## src/rtl/lsu_ctrl_pkg.sv

```systemverilog
// Shared encodings for the load/store sequencer: ALU load/store ops, FSM states, access sizes.
package lsu_ctrl_pkg;

  localparam int unsigned ALU_OP_W = 4;

  typedef enum logic [ALU_OP_W-1:0] {
    ALU_OP_LB  = 4'h0,
    ALU_OP_LH  = 4'h1,
    ALU_OP_LW  = 4'h2,
    ALU_OP_LBU = 4'h4,
    ALU_OP_LHU = 4'h5,
    ALU_OP_SB  = 4'h8,
    ALU_OP_SH  = 4'h9,
    ALU_OP_SW  = 4'hA
  } alu_op_e;

  typedef enum logic [2:0] {
    ST_IDLE,
    ST_REQ0,
    ST_WAIT0,
    ST_REQ1,
    ST_WAIT1,
    ST_RESP
  } lsu_state_e;

  localparam logic [2:0] SIZE_NONE = 3'd0;
  localparam logic [2:0] SIZE_B    = 3'd1;
  localparam logic [2:0] SIZE_H    = 3'd2;
  localparam logic [2:0] SIZE_W    = 3'd4;

  // Unsupported ops decode to SIZE_NONE, which doubles as the legality test.
  function automatic logic [2:0] op_size(input logic [ALU_OP_W-1:0] op);
    case (op)
      ALU_OP_LB, ALU_OP_LBU, ALU_OP_SB: op_size = SIZE_B;
      ALU_OP_LH, ALU_OP_LHU, ALU_OP_SH: op_size = SIZE_H;
      ALU_OP_LW, ALU_OP_SW:             op_size = SIZE_W;
      default:                          op_size = SIZE_NONE;
    endcase
  endfunction

  function automatic logic op_is_store(input logic [ALU_OP_W-1:0] op);
    op_is_store = (op == ALU_OP_SB) || (op == ALU_OP_SH) || (op == ALU_OP_SW);
  endfunction

endpackage

```

## src/rtl/lsu_ctrl_align.sv

```systemverilog
// lsu_align: combinational store lane shift / strobe mask and load merge with sign/zero extension.
module lsu_align
  import lsu_ctrl_pkg::*;
(
  input  logic [ALU_OP_W-1:0] op_i,
  input  logic [1:0]          off_i,
  input  logic [31:0]         wdata_i,
  input  logic [31:0]         beat0_i,
  input  logic [31:0]         beat1_i,
  output logic [63:0]         lanes_o,
  output logic [7:0]          mask_o,
  output logic [31:0]         ldata_o
);

  logic [3:0]  size_mask;
  logic [31:0] merged;

  always_comb begin
    case (op_size(op_i))
      SIZE_B:  size_mask = 4'b0001;
      SIZE_H:  size_mask = 4'b0011;
      SIZE_W:  size_mask = 4'b1111;
      default: size_mask = 4'b0000;
    endcase
    lanes_o = {32'h0, wdata_i} << {off_i, 3'b000};
    mask_o  = {4'h0, size_mask} << off_i;
    merged  = 32'({beat1_i, beat0_i} >> {off_i, 3'b000});
    case (op_i)
      ALU_OP_LB:  ldata_o = {{24{merged[7]}}, merged[7:0]};
      ALU_OP_LH:  ldata_o = {{16{merged[15]}}, merged[15:0]};
      ALU_OP_LW:  ldata_o = merged;
      ALU_OP_LBU: ldata_o = {24'h0, merged[7:0]};
      ALU_OP_LHU: ldata_o = {16'h0, merged[15:0]};
      default:    ldata_o = '0;
    endcase
  end

endmodule

```

## src/rtl/lsu_ctrl.sv

```systemverilog
// Load/store sequencer FSM. Define LSU_MISALIGN_SPLIT_EN to split word-crossing accesses
// into two beats; otherwise crossing accesses return an error with no memory beat.
module lsu_ctrl
  import lsu_ctrl_pkg::*;
#(
  parameter int unsigned ADDR_W = 32,
  parameter int unsigned DATA_W = 32
) (
  input  logic                clk,
  input  logic                rst,
  input  logic                req_valid_i,
  output logic                req_ready_o,
  input  logic [ALU_OP_W-1:0] req_op_i,
  input  logic [ADDR_W-1:0]   req_addr_i,
  input  logic [DATA_W-1:0]   req_wdata_i,
  output logic                mem_valid_o,
  input  logic                mem_ready_i,
  output logic                mem_wen_o,
  output logic [ADDR_W-1:0]   mem_addr_o,
  output logic [3:0]          mem_wstrb_o,
  output logic [DATA_W-1:0]   mem_wdata_o,
  input  logic                mem_rvalid_i,
  input  logic [DATA_W-1:0]   mem_rdata_i,
  output logic                resp_valid_o,
  input  logic                resp_ready_i,
  output logic [DATA_W-1:0]   resp_data_o,
  output logic                resp_err_o
);

`ifdef LSU_MISALIGN_SPLIT_EN
  localparam bit SplitEn = 1'b1;
`else
  localparam bit SplitEn = 1'b0;
`endif

  lsu_state_e          state_q, state_d;
  logic [ALU_OP_W-1:0] op_q, op_d;
  logic [ADDR_W-1:0]   addr_q, addr_d;
  logic [DATA_W-1:0]   wdata_q, wdata_d;
  logic [DATA_W-1:0]   beat0_q, beat0_d;
  logic [DATA_W-1:0]   beat1_q, beat1_d;
  logic                cross_q, cross_d;
  logic                err_q, err_d;
  logic                ready_q, mem_valid_q, resp_valid_q;

  logic [63:0]         lanes;
  logic [7:0]          mask;
  logic [31:0]         ldata;
  logic                beat_sel;
  logic                is_store;
  logic [ADDR_W-1:0]   base_addr;

  lsu_align u_align (
    .op_i    (op_q),
    .off_i   (addr_q[1:0]),
    .wdata_i (wdata_q),
    .beat0_i (beat0_q),
    .beat1_i (beat1_q),
    .lanes_o (lanes),
    .mask_o  (mask),
    .ldata_o (ldata)
  );

  always_comb begin
    state_d = state_q;
    op_d    = op_q;
    addr_d  = addr_q;
    wdata_d = wdata_q;
    beat0_d = beat0_q;
    beat1_d = beat1_q;
    cross_d = cross_q;
    err_d   = err_q;
    case (state_q)
      ST_IDLE: begin
        if (req_valid_i && ready_q) begin
          op_d    = req_op_i;
          addr_d  = req_addr_i;
          wdata_d = req_wdata_i;
          beat0_d = '0;
          beat1_d = '0;
          cross_d = ({1'b0, req_addr_i[1:0]} + op_size(req_op_i)) > 3'd4;
          err_d   = (op_size(req_op_i) == SIZE_NONE) || (cross_d && !SplitEn);
          state_d = err_d ? ST_RESP : ST_REQ0;
        end
      end
      ST_REQ0:  if (mem_ready_i) state_d = ST_WAIT0;
      ST_WAIT0: begin
        if (mem_rvalid_i) begin
          beat0_d = mem_rdata_i;
          state_d = (cross_q && SplitEn) ? ST_REQ1 : ST_RESP;
        end
      end
      ST_REQ1:  if (mem_ready_i) state_d = ST_WAIT1;
      ST_WAIT1: begin
        if (mem_rvalid_i) begin
          beat1_d = mem_rdata_i;
          state_d = ST_RESP;
        end
      end
      ST_RESP:  if (resp_ready_i) state_d = ST_IDLE;
      default:  state_d = ST_IDLE;
    endcase
  end

  // Handshake flags are registered off the next state so they drop to 0 under reset
  // and req_ready_o only rises on the first edge after reset is released.
  always_ff @(posedge clk or posedge rst) begin
    if (rst) begin
      state_q      <= ST_IDLE;
      op_q         <= '0;
      addr_q       <= '0;
      wdata_q      <= '0;
      beat0_q      <= '0;
      beat1_q      <= '0;
      cross_q      <= 1'b0;
      err_q        <= 1'b0;
      ready_q      <= 1'b0;
      mem_valid_q  <= 1'b0;
      resp_valid_q <= 1'b0;
    end else begin
      state_q      <= state_d;
      op_q         <= op_d;
      addr_q       <= addr_d;
      wdata_q      <= wdata_d;
      beat0_q      <= beat0_d;
      beat1_q      <= beat1_d;
      cross_q      <= cross_d;
      err_q        <= err_d;
      ready_q      <= (state_d == ST_IDLE);
      mem_valid_q  <= (state_d == ST_REQ0) || (state_d == ST_REQ1);
      resp_valid_q <= (state_d == ST_RESP);
    end
  end

  assign beat_sel  = (state_q == ST_REQ1);
  assign is_store  = op_is_store(op_q);
  assign base_addr = {addr_q[ADDR_W-1:2], 2'b00};

  assign req_ready_o  = ready_q;
  assign mem_valid_o  = mem_valid_q;
  assign mem_wen_o    = mem_valid_q & is_store;
  assign mem_addr_o   = !mem_valid_q ? '0 : (beat_sel ? base_addr + ADDR_W'(4) : base_addr);
  assign mem_wstrb_o  = !mem_wen_o ? '0 : (beat_sel ? mask[7:4] : mask[3:0]);
  assign mem_wdata_o  = !mem_wen_o ? '0 : (beat_sel ? lanes[63:32] : lanes[31:0]);
  assign resp_valid_o = resp_valid_q;
  assign resp_err_o   = resp_valid_q & err_q;
  assign resp_data_o  = (resp_valid_q && !err_q && !is_store) ? ldata : '0;

endmodule

```

## config.mk

```make
export PLATFORM = sky130hd
export DESIGN_NAME = lsu_ctrl
export DESIGN_NICKNAME = d
export VERILOG_FILES = /design/src/rtl/lsu_ctrl_pkg.sv /design/src/rtl/lsu_ctrl_align.sv /design/src/rtl/lsu_ctrl.sv
export SDC_FILE = /design/constraint.sdc
export NUM_CORES = 1
export LEC_CHECK = 0
export CAP_MARGIN = 20
export CORE_MARGIN = 3
export CORE_UTILIZATION = 46
export CTS_BUF_LIST = sky130_fd_sc_hd__clkbuf_8
export CTS_CLUSTER_SIZE = 8
export DETAILED_ROUTE_END_ITERATION = 12
export PLACE_DENSITY = 0.79
export SYNTH_ARGS = -nofsm -noshare
export SYNTH_HDL_FRONTEND = slang
export SYNTH_SLANG_ARGS = --single-unit
```

## constraint.sdc

```tcl
create_clock -name clk -period 4.5 [get_ports clk]
set_clock_uncertainty 0.2 [all_clocks]
set_input_delay 0.675 -clock clk [delete_from_list [all_inputs] [get_ports clk]]
set_output_delay 0.675 -clock clk [all_outputs]
set_load 0.01 [all_outputs]
```

; After elaboration in Yosys (flattened, before gate mapping)
; Memory sizes are Yosys's and may differ from the RTL's.
; Index checks and enable logic that the tools add are counted.
[word_totals]
in_bits = 106
out_inout_bits = 105
register_bits = 139
mem_bits_ro = 144
n_memories = 3
[memory_table]
columns = name, depth, word_bits, rd, rd_ports_with_merged_regs, wr, line
row1 = (no name shown), 16, 3, 1, 0, 0, lsu_ctrl_pkg.sv:33  ; case (op)
row2 = (no name shown), 16, 3, 1, 0, 0, lsu_ctrl_pkg.sv:33
row3 = (no name shown), 16, 3, 1, 0, 0, lsu_ctrl_pkg.sv:33
[op_classes]
magnitude_cmp = 1
n_bitwise = 2
n_reduce_logical = 19
eq_ne = 21
shifts = 3
addsub = 2
n_mux = 24
[ops]
columns = op, count
row1 = 32-bit two-way mux, 7
row2 = 32-bit one-hot mux with 5 select lines, 1
row3 = 32-bit one-hot mux with 2 select lines, 2
row4 = 32-bit by 5-bit << shifter with 64-bit output, 1
row5 = 64-bit by 5-bit >> shifter with 32-bit output, 1
row6 = "32-bit by 3-bit adder with 32-bit output, second input constant", 1
row7 = 3-bit two-way mux, 10
row8 = 3-bit one-hot mux with 5 select lines, 1
row9 = "3-bit by 2-bit == test with 1-bit output, second input constant", 4
row10 = "3-bit == test, second input constant", 4
row11 = "4-bit == test, second input constant", 3
row12 = 4-bit one-hot mux with 3 select lines, 1
row13 = "3-bit by 1-bit == test with 1-bit output, second input constant", 3
row14 = 3-bit zero test, 3
row15 = "4-bit by 3-bit == test with 1-bit output, second input constant", 2
row16 = 4-bit two-way mux, 2
row17 = 4-bit by 2-bit << shifter with 8-bit output, 1
row18 = "2-bit != test, second input constant", 3
row19 = 3-bit AND reduction, 2
row20 = "4-bit by 1-bit == test with 1-bit output, second input constant", 1
row21 = "4-bit by 2-bit == test with 1-bit output, second input constant", 1
row22 = 4-bit zero test, 1
row23 = 1-bit logical OR, 4
row24 = 2-bit nonzero test, 2
row25 = 7 further kinds, 11

; Logic depth before layout (Yosys ltp)
; Gate-level depths: netlist (run 1).
[logic_depth]
depth_word = 11
mapped_depth = 9
mapped_depth_nobuf = 9

; By module
; From an unflattened synthesis (run 1), not the netlist that was laid out.
[unflattened]
cells_unflattened = 1078
area_unflattened_um2 = 9275.1
[modules_own_cells]
columns = mod, n_inst, seq_area_each_um2, cells_per_inst, area_each_um2
row1 = lsu_ctrl, 1, 3478.3, 808, 7109.3
row2 = lsu_align, 1, 0.0, 270, 2165.8

; Least setup slack after synthesis (run 1)
; No wires, ideal clock.
[synth_path]
path_kind = flip-flop to output port
from = register state_q[2]
to = output mem_addr_o[16]
required_time_ns = 3.625
slack_ns = 1.867
t_arrival_ns = 1.758
path_stages_with_launch = 7
path_cell_list = dfrtp_1 > and3b_1 > buf_4 > nand4_2 > buf_2 > nor4_1 > mux2i_1
[synth_between]
elab_chain_cells = 3
[synth_rtl]
columns = item, line
row1 = start: declaration, lsu_ctrl.sv:36  ; lsu_state_e state_q, state_d;
row2 = start signal: assignment, lsu_ctrl.sv:121  ; state_q <= state_d;
row3 = 3-bit by 2-bit == test with 1-bit output, lsu_ctrl.sv:135  ; assign beat_sel = (state_q == ST_REQ1);
row4 = 32-bit two-way mux (2 in a row), lsu_ctrl.sv:142  ; assign mem_addr_o = !mem_valid_q ? '0 : (beat_sel ? base_addr + ADDR_W'(4) : base_addr);
row5 = end: declaration, lsu_ctrl.sv:19  ; output logic [ADDR_W-1:0] mem_addr_o,
; Every way passes these cells.

; Final worst setup path (run 1)
[layout_path]
from = register addr_q[1]
to = output resp_data_o[17]
[layout_between]
elab_chain_cells = 3
[layout_rtl]
columns = item, line
row1 = start: declaration, lsu_ctrl.sv:38  ; logic [ADDR_W-1:0] addr_q, addr_d;
row2 = start signal: assignment, lsu_ctrl.sv:123  ; addr_q <= addr_d;
row3 = 64-bit by 5-bit >> shifter with 32-bit output, lsu_ctrl_align.sv:27  ; merged = 32'({beat1_i, beat0_i} >> {off_i, 3'b000});
row4 = 32-bit one-hot mux with 5 select lines, lsu_ctrl_align.sv:28  ; case (op_i)
row5 = 32-bit two-way mux, lsu_ctrl.sv:147  ; assign resp_data_o = (resp_valid_q && !err_q && !is_store) ? ldata : '0;
row6 = end: declaration, lsu_ctrl.sv:26  ; output logic [DATA_W-1:0] resp_data_o,
; Every way passes these cells.

==> results.yml, run 1 <==
final_layout:
  drive_gt1_share_pct: 11.4
  final_cell_mix: "clkdlybuf4s50_1, dfrtp_1, nand2_1"
  final_core_util_pct: 62.7
  n_fill_cell: 1445
  n_antenna_cell: 0
  layout_commonest_cell: "clkdlybuf4s50_1"
  fin_nets: 1191
  area_delta_synth_final_pct: 31.5
status:
  status: "complete, no violations"
die:
  io-pin-count: 211
  die_height_um: 141
  die_area_um2: 19700
  initial_core_util_pct: 47.6
  die_x_um: 141
  std_cell_rows: 48
  coreArea_um2: 17500
yosys:
  yosysWarnings: 0
  synth_ff_type: "dfrtp_1"
  synth-edff-count: 0
  yosysSeqAreaShare_pct: 39.4
  syn_area_per_cell_um2: 9.12
  ys_ff_latch: 131
  synthArstFlopShare_pct: 100
  synthesis.instances: 913
  syn_area_um2: 8330
  synth_cell_types: 58
pwr:
  p_comb_share_pct: 46.6
  total_power_mw: 6.61
  power.density_nw_per_um2: 604
  switching_share_pct: 41.4
  ir_drop_uv: 339
  p_switching_mw: 2.73
  power_frac_clock_pct: 15.9
  total_leakage_power_nw: 4.19
  sequentialPowerShare_pct: 37.5
  p_int_mw: 3.88
global_routing:
  antenna_found_initial: 1
  globalRouteTotalUtil_pct: 24.5
  grt_pass1_wl_um: 39000
  grt_pass1_vias: 7249
  grt_start_max_net_pins: 74
  grt_overflow_total: 0
timing:
  rsz0062_at_grt: "no"
  max_slew_margin_pct: 38.3
  drv_slew: 0
  holdWs_ps: 309
  hold_viol: 0
  period_share_pct: 87.6
  max_freq_ghz: 0.254
  setup_tns_ps: 0
  setup_viol: 0
  final.setup.worst_slack_ps: 558
  period_minus_slack_ps: 3940
  worst-slew-pin-transition_ps: 926
clocking:
  clock_latency_ps: 450
  cts_buffers: 17
  ctsHoldBuffers: 0
  htreeDepth: 4
  cts_buffer_depth: 2
  post-cts-setup-buffers: 0
  cts_tree: "yes"
  clk_pin_slew_worst_paths_ps: 70
  clock-root-buffer: "clkbuf_8"
  cts_resized: 0
  cts.sinks: 131
route:
  drc: 0
  wl_um: 24500
  wl_per_cell_um: 18.6
  vias: 7699
  first_pass_iters: 5
  drt_iter0_markers: 512
  viasPerCell: 5.83
  postRouteAntennaNets: 0
critical_path:
  worstSetupPathType: "reg -> out"
  critPathMaxFanout: 44
  arrival_ps: 3070
  slowest_stage: "dfrtp_4"
  end_kind: "output port"
  startpoint: "addr_q[1]"
  start_kind: "flip-flop"
  crit_family: "compound AO/OA/AOI/OAI gates"
  reg2reg_from: "state_q[0]"
  path_buf_inv: 1
  critPathRequiredTime_ps: 3620
  slowest_delay_ps: 760
  cp_cell_sequence: "mux2i_1 > a2bb2oi_1 > a21o_1 > a21oi_1 > clkdlybuf4s50_1"
worst_hold_path:
  hp-start: "wdata_q[16]"
  hold_path.class: "reg -> reg"
placement:
  port_buffers: 208
  dp_slack_ps: 1070
  gp_congestion: 0.865
  dpl.hpwl_um: 17100
job:
  maxCapViolations: 0
## power groups by stage
stage               sequential [mW]  combinational [mW]  clock (mW)
CTS                            2.46                3.08        1.07
floorplan                      2.17                2.38           0
detailed placement             2.48                3.06           0
global placement               2.43                2.98           0
finish                         2.48                3.08        1.05
global route                   2.58                3.40        1.13
## synthesized netlist by cell type (all sizes together) (17+ instances only)
cell	n	area share (%)
nor2b	21	1.6
nand2	119	5.4
mux4	28	7.6
a21oi	73	4.4
nor2	38	1.7
buf	41	2.7
mux2	70	9.5
clkbuf	36	1.6
inv	44	2.0
nand3	41	2.5
dfrtp	131	39
o21ai	93	5.6
a211oi	17	1.5
## through the flow
stage | cell area, um^2 | instances
2_1_floorplan | 8330 | 914
3_3_place_gp | 10500 | 1287
3_5_place_dp | 10500 | 1288
4_1_cts | 11000 | 1320
5_1_grt | 11000 | 1320
6_report | 11000 | 1320
## area by class of cell
| cell class | instances | area (um^2) | share of cell area (%) |
|---|---|---|---|
| multi-input combinational | 661 | 4530 | 41.3 |
| sequential | 131 | 3290 | 30.0 |
| timing repair buffer | 226 | 2260 | 20.7 |
| clock buffer | 22 | 303 | 2.77 |
| tap | 225 | 282 | 2.57 |
| inverter | 45 | 171 | 1.57 |
| clock inverter | 10 | 120 | 1.10 |
## path summary, 6_finish.rpt
path / to / slack [ps] / cells after the start
setup / recovery: resp_data_o[17] / 560 / 5
hold / removal: wdata_q[16] / 310 / 1
setup reg to reg: addr_q[7] / 1880 / 4
hold reg to reg: wdata_q[16] / 310 / 1
max in group asynchronous: addr_q[1] / 2640 / 3
min in group asynchronous: beat0_q[11] / 590 / 2
## cell families after synthesis
| logic type | after synthesis | synth area share [%] |
|---|---|---|
| AO/OA/AOI/OAI | 231 | 15.8 |
| XOR/XNOR | 8 | 0.842 |
| multiplexers | 113 | 18.8 |
| adder cells (fa/ha/maj) | 3 | 0.541 |
| AND/OR/NAND/NOR | 304 | 18.2 |
| other | 1 | 0.0450 |
| flip-flops | 131 | 39.4 |
| buffers and inverters | 122 | 6.33 |
## metal layers
| metal | up-vias | share of wire (%) | GRT usage [%] |
|---|---|---|---|
| met5 | - | 0.037 | 0 |
| met4 | 2 | 2.7 | 8.47 |
| met3 | 54 | 6.8 | 5.53 |
| met2 | 287 | 48 | 38.6 |
| met1 | 3745 | 43 | 33.6 |
| li1 | 3611 | - | - |
## sequential cells by signal, indices dropped and copies added (netlist names)
signal	count
addr_q	32
beat0_q	32
beat1_q	24
err_q	1
mem_valid_o	1
op_q	4
req_ready_o	1
resp_valid_o	1
state_q	3
wdata_q	32
No activity file was read; power rests on OpenSTA's default activity.
==> run 2: changes to the inputs <==
- CORE_UTILIZATION: 46 -> 48
- PLACE_DENSITY: 0.79 -> 0.8
- SLEW_MARGIN: default -> 10
- SYNTH_HIERARCHICAL: default -> 1
- TNS_END_PERCENT: default -> 10
==> run 2 against run 1 <==
- clock-buffer cell count fell by 5
- combinational power barely moved
- first-iteration DRC count rose by 66%
- critical endpoint is now mem_addr_o[17]
- non-clock buffer count fell by 1
- register-to-register slack improved by 360 ps
- critical path depth rose by 1
- worst hold slack got worse by 21 ps
- core utilization rose by 0.30 points
- via count rose by 6.0%
- synthesized cell count rose by 15%
==> results.yml, run 2 <==
clocking:
  cts_tree: "yes"
  cts_buffers: 17
  htreeDepth: 4
  clk_pin_slew_worst_paths_ps: 90
  clock-root-buffer: "clkbuf_8"
  cts.sinks: 131
  ctsHoldBuffers: 0
  cts_buffer_depth: 2
  post-cts-setup-buffers: 0
  clock_latency_ps: 440
  cts_resized: 0
die:
  std_cell_rows: 49
  initial_core_util_pct: 49.5
  die_x_um: 143
  coreArea_um2: 18100
  die_area_um2: 20400
  io-pin-count: 211
  die_height_um: 143
timing:
  period_minus_slack_ps: 4150
  setup_tns_ps: 0
  period_share_pct: 92.3
  max_freq_ghz: 0.241
  rsz0062_at_grt: "no"
  worst-slew-pin-transition_ps: 630
  max_slew_margin_pct: 57.8
  hold_viol: 0
  holdWs_ps: 288
  setup_viol: 0
  drv_slew: 0
placement:
  gp_congestion: 0.906
  port_buffers: 208
  dp.cells: 1415
  dpl.hpwl_um: 18600
job:
  maxCapViolations: 0
yosys:
  syn_area_per_cell_um2: 8.58
  synthesis.instances: 1046
  yosysWarnings: 6
  syn_area_um2: 8970
final_layout:
  final_cell_mix: "nand2_1, clkdlybuf4s50_1, dfrtp_1"
  reg_top3: "addr_q x32, beat0_q x32, wdata_q x32"
  drive_gt1_share_pct: 9.75
  area_delta_synth_final_pct: 27.3
  fin_cells: 1450
  layout_commonest_cell: "nand2_1"
  n_fill_cell: 1541
  fin_nets: 1316
  final_core_util_pct: 63.0
critical_path:
  worstSetupPathType: "reg -> out"
  crit_end: "mem_addr_o[17]"
  reg2regPathDepth: 6
  reg2reg_from: "state_q[1]"
  critPathRequiredTime_ps: 3620
  startpoint: "state_q[0]"
  r2r_setup_slack_ps: 2240
  end_kind: "output port"
  arrival_ps: 3280
  r2r_end: "beat1_q[2]"
  start_kind: "flip-flop"
  critPathMaxFanout: 41
global_routing:
  grt_pass1_vias: 7567
  grt_overflow_total: 0
  grt_start_max_net_pins: 106
  globalRouteTotalUtil_pct: 24.8
  grt_pass1_wl_um: 40200
  antenna_found_initial: 1
pwr:
  power.density_nw_per_um2: 566
  ir_drop_uv: 275
  total_leakage_power_nw: 4.72
  total_power_mw: 6.47
route:
  wl_um: 25700
  drc: 0
  viasPerCell: 5.63
  wl_per_cell_um: 17.8
  drt_iter0_markers: 851
  postRouteAntennaNets: 0
  first_pass_iters: 5
  vias: 8164
worst_hold_path:
  hold_path.class: "reg -> reg"
status:
  status: "complete, no violations"
run 2: worst min path at each step:
stage / startpoint / end / slack [ps] / cells after the start
CTS: beat1_q[22] / beat1_q[22] / 290 / 2
detailed placement: beat1_q[22] / beat1_q[22] / 270 / 2
global placement: beat1_q[22] / beat1_q[22] / 270 / 2
floorplan: beat1_q[16] / beat1_q[16] / 250 / 2
finish: beat1_q[22] / beat1_q[22] / 290 / 2
global route: beat1_q[22] / beat1_q[22] / 330 / 2
run 2: area by class of cell:
class / count / area (um^2) / area share [%]
well taps: 229 / 287 / 2.51
diodes: 1 / 2.50 / 0.0219
flip-flops and latches: 131 / 3280 / 28.7
clock buffers: 17 / 234 / 2.05
inverters: 8 / 32.5 / 0.285
repair buffers: 225 / 2250 / 19.7
clock inverters: 15 / 180 / 1.58
multi-input cells: 824 / 5150 / 45.1
run 2: through the flow:
stage,worst slack (ps),instance area (um^2)
2_1_floorplan,127,9010
3_3_place_gp,902,11000
3_5_place_dp,870,11000
4_1_cts,353,11400
5_1_grt,173,11400
6_report,346,11400
run 2: worst max-delay path, stage by stage (launching register included):
cell and delay [ps]:
dfrtp_1 640, nand3b_4 550, nor3_1 640, nand3_1 170, xnor2_1 150, and2_1 140, clkdlybuf4s50_1 530
run 2: where the power goes:
part	internal (mW)	leakage, nW	total, mW	switching, mW
logic	1.51	2.84	3.06	1.54
registers	1.68	1.67	2.40	0.727
clock network	0.428	0.205	1.01	0.586
run 2: routing by layer:
metal,track usage (%),vias up,part of all wire [%]
met2,38.1,406,47
met1,35.3,3872,42
met5,0,-,0.078
met3,4.42,49,8.0
li1,-,3835,-
met4,9.20,2,3.0
